--- src/rtl/mipi_csi_packet_decoder_4lane.sv ---
// mipi_csi_packet_decoder_4lane: 4-lane CSI-2 sync/header parser forwarding RAW8/10/12/14 payload words.
// Optional header ECC check: define MIPI_CSI_DECODER_HEADER_ECC_EN.
module mipi_csi_packet_decoder_4lane #(
    parameter logic [7:0] SYNC_BYTE = 8'hB8
) (
    input  logic        clk_i,
    input  logic        reset_i,
    input  logic        data_valid_i,
    input  logic [31:0] data_i,
    output logic        output_valid_o,
    output logic [31:0] data_o,
    output logic [15:0] packet_length_o,
    output logic [2:0]  packet_type_o
);
    typedef enum logic [1:0] {IDLE, HEADER, PAYLOAD} state_t;

    state_t      state, state_n;
    logic [15:0] remaining, remaining_n, length_n;
    logic [2:0]  type_n;
    logic        valid_n, dt_ok, ecc_ok, last;
    logic [31:0] data_n;
    logic [15:0] wc;

    assign wc    = data_i[23:8];
    assign dt_ok = data_i[5:0] >= 6'h2A && data_i[5:0] <= 6'h2D;
    assign last  = remaining <= 16'd4;

`ifdef MIPI_CSI_DECODER_HEADER_ECC_EN
    // Each parity bit is the XOR of the header bits selected by its CSI-2 mask.
    logic [5:0] ecc;
    assign ecc = {^(data_i[23:0] & 24'hEFFC00), ^(data_i[23:0] & 24'hDF03F0),
                  ^(data_i[23:0] & 24'hB8E38E), ^(data_i[23:0] & 24'h749A6D),
                  ^(data_i[23:0] & 24'hF2555B), ^(data_i[23:0] & 24'hF12CB7)};
    assign ecc_ok = ecc == data_i[29:24];
`else
    assign ecc_ok = 1'b1;
`endif

    always_ff @(posedge clk_i) begin
        if (reset_i) begin
            state           <= IDLE;
            remaining       <= '0;
            output_valid_o  <= 1'b0;
            data_o          <= '0;
            packet_length_o <= '0;
            packet_type_o   <= '0;
        end else begin
            state           <= state_n;
            remaining       <= remaining_n;
            output_valid_o  <= valid_n;
            data_o          <= data_n;
            packet_length_o <= length_n;
            packet_type_o   <= type_n;
        end
    end

    always_comb begin
        state_n     = state;
        remaining_n = remaining;
        length_n    = packet_length_o;
        type_n      = packet_type_o;
        valid_n     = 1'b0;
        data_n      = data_o;
        case (state)
            IDLE: state_n = (data_valid_i && data_i == {4{SYNC_BYTE}}) ? HEADER : IDLE;
            HEADER: begin
                state_n = IDLE;
                if (data_valid_i && dt_ok && ecc_ok) begin
                    length_n    = wc;
                    type_n      = data_i[2:0];
                    remaining_n = wc;
                    state_n     = (wc != 16'd0) ? PAYLOAD : IDLE;
                end
            end
            PAYLOAD: begin
                state_n = IDLE;
                if (data_valid_i) begin
                    data_n      = data_i;
                    valid_n     = 1'b1;
                    remaining_n = last ? 16'd0 : remaining - 16'd4;
                    state_n     = last ? IDLE : PAYLOAD;
                end
            end
            default: state_n = IDLE;
        endcase
    end
endmodule

--- config.mk ---
export PLATFORM = sky130hd
export DESIGN_NAME = mipi_csi_packet_decoder_4lane
export DESIGN_NICKNAME = d
export VERILOG_FILES = /design/src/rtl/mipi_csi_packet_decoder_4lane.sv
export SDC_FILE = /design/constraint.sdc
export NUM_CORES = 1
export LEC_CHECK = 0
export CELL_PAD_IN_SITES_DETAIL_PLACEMENT = 0
export CELL_PAD_IN_SITES_GLOBAL_PLACEMENT = 1
export CORE_ASPECT_RATIO = 1.75
export CORE_MARGIN = 2
export CORE_UTILIZATION = 40
export CTS_CLUSTER_DIAMETER = 150
export DETAILED_ROUTE_END_ITERATION = 6
export DONT_BUFFER_PORTS = 1
export PLACE_DENSITY = 0.75
export SYNTH_ARGS = -nofsm -noshare
export SYNTH_HDL_FRONTEND = slang
export SYNTH_SLANG_ARGS = --single-unit
export TNS_END_PERCENT = 5
--- constraint.sdc ---
create_clock -name clk_i -period 2.1 [get_ports clk_i]
set_input_delay 0.42 -clock clk_i [delete_from_list [all_inputs] [get_ports clk_i]]
set_output_delay 0.42 -clock clk_i [all_outputs]
set_load 0.005 [all_outputs]
==> results.toml <==
[logic_synthesis]
async_flop_share = 0
synth_top_area_frac = 0.478
synth_warnings = 0
synth_area_per_cell_sq_um = 7.77
yosysSeqAreaShare = 0.478
synth.largest_area_cell = "dfxtp_1"
synthTopCellsByArea = "dfxtp_1, nand2_1, a21oi_1"
synth_fp_nets = 414
synth_edf_count = 0
ys_ff_latch = 70
ys.flop_type = "dfxtp_1"
ys_types = 41
netlist_area_sq_um = 2930
synth_cells = 377

[clock_tree]
cts_tree = "done"
numClockSinks = 70
cts_buffers = 9
clock_latency_ns = 0.33
cts-root-buf = "clkbuf_16"
cts.clk_slew.worst_paths_ns = 0.06
cts_buffer_depth = 2
htree_num_levels = 3

[min_path]
hp-start = "reset_i"
whs_path_depth = 1
min_to = "data_o[28]"
hold_class = "in -> reg"

[grt]
grt_first_pass_wirelength_microns = 13700
track_usage = 0.234
grt_pass1_vias = 2690
grt_max_degree = 76
antenna_found_initial = 0
globalRouteOverflowTotal = 0

[place]
dp_slack_ns = 0.0282
portBuffers = 0
hpwl_microns = 6270
place_congestion = 0.889
place_area_sq_um = 3130

[floorplanning]
io_pins = 87
die_h_microns = 117
design.core.area_sq_um = 7130
dieArea_sq_um = 8050
dieWidth_microns = 68.7
row_count = 41
start_util = 0.411

[drt]
antenna_left = 0
viasPerCell = 5.79
dr.pass1.iters = 5
route.vias.total = 2768
drc = 0
routed_wl_microns = 8820
routedWlPerCell_microns = 18.4
drt-initial-drc-count = 229

[cells_and_area]
layout.nets = 424
final_area_sq_um = 3430
n_antenna_cell = 0
syn2layout_area_growth_pct = 17.0
layout_common_cells = "nand2_1, dfxtp_1, a21oi_1"
fillers = 735
layout_commonest_cell = "nand2_1"
drive_above_1_share = 0.122

[sta]
setup_slack_ns = 0.0248
fmax_ghz = 0.482
tightest_slew_ns = 0.481
finalHoldViolCount = 0
hold-worst-slack_ns = 0.148
slew_violations = 0
period_minus_slack_ns = 2.08
setup_viol = 0
finClkSkew_ns = 0.00421
slew_headroom = 0.676
rsz0062_at_grt = "yes"
fin_crit_sh = 0.988

[setup_path]
cp-start-kind = "flip-flop"
worst-setup-path-type = "reg -> reg"
r2r-start = "remaining[3]"
reg2reg_depth = 7
required_ns = 2.32
r2r-end = "remaining[14]"
cp_max_fo = 3
reg2reg_slack_ns = 0.02
critPathArrivalTime_ns = 2.29
cp-end-kind = "flip-flop"

[power_and_ir_drop]
powerDensity_nw_per_um2 = 795
p_leak_nw = 1.16
ir_drop_mv = 0.513

[run_status]
outcome = "finished clean"

[flow_run]
maxCapViolations = 0
## cells by family after synthesis
group           share of synthesized area
mux                               0.00342
flops                               0.478
fa+ha+maj                         0.00854
buf+inv                            0.0380
xor+xnor                          0.00299
simple gates                        0.274
compound gates                      0.195
## metrics by stage
stage | util | power (mW) | setup TNS, ns | instances
after floorplan | - | 1.39 | 0 | 377
after CTS | 0.477 | 2.75 | 0 | 477
after global routing | 0.480 | 2.80 | -0.0195 | 478
after detailed placement | 0.440 | 1.38 | 0 | 461
after global placement | 0.440 | 1.38 | 0 | 461
final | 0.480 | 2.72 | 0 | 478
## synthesized netlist by cell type (3+ instances only)
cell type and n:
nor4_1 7, o32ai_1 4, a31oi_1 6, inv_1 5
a32oi_1 3, nand4_1 5, nand3_1 4, nand2b_1 6
clkbuf_1 22, or4_1 3, nor3_1 6, nor2_1 10
dfxtp_1 70, a21oi_1 62, o21ai_0 8, a221oi_1 4
nand2_1 120
## what timing repair did
action,in CTS,in global routing
setup buffers,0,1
gates resized for setup,0,5
hold buffers,0,0
setup endpoints to repair,0,2
## layout make-up
cell class / count / area [sq um] / share of cell area
multi-input combinational: 278 / 1440 / 0.421
sequential: 70 / 1400 / 0.409
clock buffer: 12 / 246 / 0.0720
timing repair buffer: 23 / 185 / 0.0541
tap: 86 / 108 / 0.0314
clock inverter: 4 / 22.5 / 0.00657
inverter: 5 / 18.8 / 0.00548
## state kept, by name, summed over array words and instances (netlist names)
| name | flops |
|---|---|
| data_o | 32 |
| packet_length_o | 16 |
| remaining | 16 |
| packet_type_o | 3 |
| state | 2 |
| output_valid_o | 1 |
## critical path, cell delays in order (launching register included)
cell,delay [ns]
dfxtp_2,0.33
inv_2,0.08
ha_4,0.13
or3b_4,0.37
or4_4,0.42
or4_4,0.43
a21oi_2,0.13
o32ai_1,0.07
## routing by layer
layer	vias to the layer above	wire, microns	global-route usage
met3	25	554	0.0621
met5	-	0	0
met2	108	4780	0.403
met4	0	315	0.123
met1	1304	3160	0.255
li1	1331	-	-
## power breakdown
group          internal (mW)    switching (mW)  leakage, nW
registers               1.33  0.00000000000298        0.564
logic                 0.0114           0.00920        0.469
clock network          0.825             0.548        0.132
## worst max-delay path by stage
stage,to,startpoint
floorplan,remaining[14],remaining[2]
global placement,remaining[14],remaining[3]
detailed placement,remaining[14],remaining[3]
CTS,remaining[14],remaining[3]
global route,remaining[14],remaining[3]
finish,remaining[14],remaining[3]
(Power assumes the default switching activity.)
